## config.mk

```make
export PLATFORM = sky130hd
export DESIGN_NAME = mem_access_ctrl
export DESIGN_NICKNAME = d
export VERILOG_FILES = /design/src/rtl/mem_access_ctrl.sv
export SDC_FILE = /design/constraint.sdc
export NUM_CORES = 1
export LEC_CHECK = 0
export CORE_MARGIN = 2
export CORE_UTILIZATION = 42
export DETAILED_ROUTE_END_ITERATION = 6
export PLACE_DENSITY = 0.8
export SYNTH_ARGS = -nofsm -noshare
export SYNTH_HDL_FRONTEND = slang
export SYNTH_SLANG_ARGS = --single-unit
```

## constraint.sdc

```tcl
create_clock -name clk -period 1.8 [get_ports clk]
set_input_delay 0.27 -clock clk [delete_from_list [all_inputs] [get_ports clk]]
set_output_delay 0.27 -clock clk [all_outputs]
set_load 0.005 [all_outputs]
```

## src/rtl/mem_access_ctrl.sv

```systemverilog
// Memory-stage access controller: issues ex/mem loads/stores as req/ack transactions,
// stalls the pipeline until they complete, holds load data, and flags illegal/timeout accesses.
// Ports:
//   clk, rst (async active-low)
//   ex/mem side:   valid_m, MemRead_m, MemWrite_m, addr_m, wdata_m
//   mem/wb side:   nop_w (downstream hold), memResult_m
//   memory side:   mem_req, mem_wr, mem_addr, mem_wdata, mem_ack, mem_rdata
//   pipeline side: stall_m, err_m (sticky until reset)
module mem_access_ctrl #(
  parameter int unsigned TIMEOUT = 255
) (
  input  logic        clk,
  input  logic        rst,
  input  logic        valid_m,
  input  logic        MemRead_m,
  input  logic        MemWrite_m,
  input  logic [15:0] addr_m,
  input  logic [15:0] wdata_m,
  input  logic        nop_w,
  output logic        mem_req,
  output logic        mem_wr,
  output logic [15:0] mem_addr,
  output logic [15:0] mem_wdata,
  input  logic        mem_ack,
  input  logic [15:0] mem_rdata,
  output logic [15:0] memResult_m,
  output logic        stall_m,
  output logic        err_m
);

  typedef enum logic [1:0] {
    IDLE,
    BUSY,
    DONE,
    ERR
  } state_t;

  localparam logic [7:0] CNT_LAST = 8'(TIMEOUT - 1);

  state_t     state;
  state_t     state_n;
  logic [7:0] cnt;
  logic       access;
  logic       illegal;
  logic       stall;

  assign access  = valid_m & (MemRead_m | MemWrite_m);
  assign illegal = access &
                   (addr_m[0] | (MemRead_m & MemWrite_m));

  always_comb begin
    state_n = state;
    stall   = 1'b0;
    unique case (state)
      IDLE: begin
        if (access) begin
          stall   = 1'b1;
          state_n = illegal ? ERR : BUSY;
        end
      end
      BUSY: begin
        stall = 1'b1;
        if (mem_ack)
          state_n = DONE;
        else if (cnt == CNT_LAST)
          state_n = ERR;
      end
      DONE: begin
        if (!nop_w)
          state_n = IDLE;
      end
      ERR: begin
        stall = 1'b1;
      end
    endcase
  end

  always_ff @(posedge clk or negedge rst) begin
    if (!rst) begin
      state       <= IDLE;
      cnt         <= 8'd0;
      mem_req     <= 1'b0;
      mem_wr      <= 1'b0;
      mem_addr    <= 16'h0000;
      mem_wdata   <= 16'h0000;
      memResult_m <= 16'h0000;
    end else begin
      state   <= state_n;
      mem_req <= (state_n == BUSY);
      if (state == IDLE && access && !illegal) begin
        mem_addr  <= addr_m;
        mem_wdata <= wdata_m;
        mem_wr    <= MemWrite_m;
        cnt       <= 8'd0;
      end
      if (state == BUSY) begin
        if (mem_ack) begin
          cnt <= 8'd0;
          if (!mem_wr)
            memResult_m <= mem_rdata;
        end else begin
          cnt <= cnt + 8'd1;
        end
      end
    end
  end

  // Gated by rst so every output reads 0 while reset is held,
  // even if ex/mem presents an access at that moment.
  assign stall_m = stall & rst;
  assign err_m   = (state == ERR);

endmodule

```

==> impl_metrics.env <==
export IMPL_clk_path_buf_depth=2
export IMPL_critPathTopFamily="buffers and inverters"
export IMPL_syn_to_final_growth_pct=57.4
export IMPL_p_leak_uw=0.00168
export IMPL_ys_seq_area_frac=0.607
export IMPL_maxCapViolCount=0
export IMPL_insertedDiodeCount=0
export IMPL_vias=1786
export IMPL_rows=27
export IMPL_synth_commonest_cells="dfrtp_1, mux2_2, nand2_1"
export IMPL_critPathLaunchType="register"
export IMPL_final_layout_size_suffix_gt1_frac=0.288
export IMPL_hpwl_um=4050
export IMPL_worst_r2r_path_depth=6
export IMPL_initial_core_util=0.441
export IMPL_total_power_uw=5980
export IMPL_drt_iter0_drc=75
export IMPL_ff2ff_setup_slack_ns=0.23
export IMPL_antenna_found_initial=0
export IMPL_final_nets=344
export IMPL_rsz0062_at_grt="no"
export IMPL_ios=107
export IMPL_fillCellCount=415
export IMPL_clock_sinks=60
export IMPL_htreeDepth=3
export IMPL_antenna_left=0
export IMPL_critPathBufInv=2
export IMPL_r2r_start="state[1]"
export IMPL_port_buffers=106
export IMPL_slew_violations=0
export IMPL_status="complete, no violations"
export IMPL_yosys_warnings=0
export IMPL_firstDrtPassIters=4
export IMPL_gp_congestion=0.818
export IMPL_die_w_um=80.7
export IMPL_grt_overflow_total=0
export IMPL_cp_arrival_ns=1.44
export IMPL_period_minus_slack_ns=1.71
export IMPL_synth_top_cell_area_share=0.607
export IMPL_synth_edff_count=0
export IMPL_grt_first_pass_wirelength_um=8720
export IMPL_grt_max_degree=61
export IMPL_cts_tree="built"
export IMPL_route_detailed_drc=0
export IMPL_clock_latency_ns=0.33
export IMPL_cp_cell_sequence="buf_4 > and2_1 > clkdlybuf4s50_1"
export IMPL_skew_ns=0.00674
export IMPL_critPathMaxFanout=4
export IMPL_path_class="register to primary output"
export IMPL_cpMaxStageDelayCell="clkdlybuf4s50_1"
export IMPL_avgRoutedWirePerCell_um=14.9
export IMPL_cp_end_kind="primary output"
export IMPL_via_per_inst=4.91
export IMPL_min_period_over_period=0.952
export IMPL_synthTopCellsByArea="dfrtp_1, mux2_2, buf_6"
export IMPL_fmax_mhz=583
export IMPL_finalWirelength_um=5410
export IMPL_die_y_um=80.7
export IMPL_synthesis_area_mm2=0.00247
export IMPL_grt_usage=0.179
export IMPL_power_density_mw_per_mm2=1530
export IMPL_cts_hold_buffers=0
export IMPL_core_mm2=0.00561
export IMPL_synth_top_cell_by_area="dfrtp_1"
export IMPL_die_area_mm2=0.00652
export IMPL_worstMarginPinSlew_ns=0.754
export IMPL_ys_async_sr_fraction=1.00
export IMPL_tns_ns=0
export IMPL_synth_seq_cells=60
export IMPL_clk_pin_slew_ns=0.07
export IMPL_slew_headroom=0.498
export IMPL_critPathMaxStageDelay_ns=0.43
export IMPL_yosysUniqueCellTypes=33
export IMPL_synthFlopType="dfrtp_1"
export IMPL_yosysMostFrequentCell="dfrtp_1"
export IMPL_synthCells=164
export IMPL_numCtsBuffers=9
export IMPL_vdd_drop_max_mv=0.860
export IMPL_synth_nets=221
export IMPL_r2r_end="mem_wdata[3]"
export IMPL_root_buffer="clkbuf_8"
export IMPL_setup_viol=0
export IMPL_hold_class="primary input to asynchronous set/reset pin"
export IMPL_crit_required_ns=1.53
export IMPL_finalHoldViolCount=0
export IMPL_postSynthAreaPerCell_um2=15.1
export IMPL_grt_pass1_vias=1899
## kinds of logic (layout without fill, tap and decap cells)
| group | Yosys count | in the layout | synth area share |
|---|---|---|---|
| DFF | 60 | 60 | 0.607 |
| muxes | 49 | 49 | 0.227 |
| and+or+nand+nor | 24 | 24 | 0.0688 |
| AOI/OAI and AO/OA | 18 | 18 | 0.0491 |
| buffers and inverters | 7 | 135 | 0.0233 |
| adders and majority gates | 3 | 3 | 0.0142 |
| xor gates and xnor gates | 3 | 3 | 0.0106 |
## placed cells by master (no fill, tap or decap), drive strengths merged, types with 2 or more instances in the layout
cell	n
o21ai	2
a21oi	4
a31oi	4
nand2	5
buf	12
a22o	2
clkbuf	11
nor2b	2
clkdlybuf4s50	104
dfrtp	60
clkinvlp	4
nor3b	2
nor2	2
nand3	3
or2	2
xnor2	2
mux2	48
o21a	2
inv	2
and2	3
ha	2
## how the worst max path moves through the flow
| stage | end | start | slack, ns | cells after the start |
|---|---|---|---|---|
| 6_report | err_m | state[1] | 0.09 | 3 |
| 5_1_grt | err_m | state[1] | 0.02 | 3 |
| 4_1_cts | err_m | state[0] | 0.003 | 2 |
| 3_5_place_dp | stall_m | MemWrite_m | -0.23 | 5 |
| 3_3_place_gp | stall_m | MemWrite_m | -0.20 | 5 |
| 2_1_floorplan | memResult_m[10] | state[1] | 0.29 | 4 |
## registers in the layout, summed over array words and instances, names as in the netlist
signal / cells
cnt: 8
mem_req: 1
state: 2
mem_wdata: 16
memResult_m: 16
mem_wr: 1
mem_addr: 16
## layout make-up
cell class / count / area, um2 / area share
sequential: 60 / 1500 / 0.386
timing repair buffer: 117 / 1150 / 0.295
multi-input combinational: 97 / 932 / 0.239
clock buffer: 11 / 151 / 0.0389
tap: 72 / 90.1 / 0.0231
clock inverter: 5 / 60.1 / 0.0154
inverter: 2 / 7.51 / 0.00193
## per-layer routing
metal / track usage / up-vias / wire (um)
met5: 0 / - / 0
met4: 0.0627 / 0 / 65
met3: 0.0733 / 7 / 512
met2: 0.296 / 68 / 2620
met1: 0.211 / 877 / 2210
li1: - / 834 / -
## power by group
group / leakage, uW / internal [uW] / switching (uW)
clock: 0.0000938 / 714 / 531
sequential: 0.000737 / 1970 / 351
combinational: 0.000847 / 1680 / 735
## stage by stage
stage / setup slack, ns / cells / cell area, um2 / hold slack (ns) / util
6_report: 0.0857 / 364 / 3890 / 0.112 / 0.694
5_1_grt: 0.0199 / 364 / 3890 / 0.172 / 0.694
4_1_cts: 0.00321 / 364 / 3890 / 0.142 / 0.694
2_1_floorplan: 0.285 / 164 / 2470 / -0.0256 / -
3_5_place_dp: -0.225 / 347 / 3660 / 0.483 / 0.652
3_3_place_gp: -0.198 / 347 / 3660 / 0.470 / 0.652
## timing repair
item                       CTS  global route
gates resized for setup      4             1
setup buffers                1             0
hold endpoints to repair     0             0
setup endpoints to repair    1             1
pin swaps                    2             0
Power figures use the tool's default switching activity.
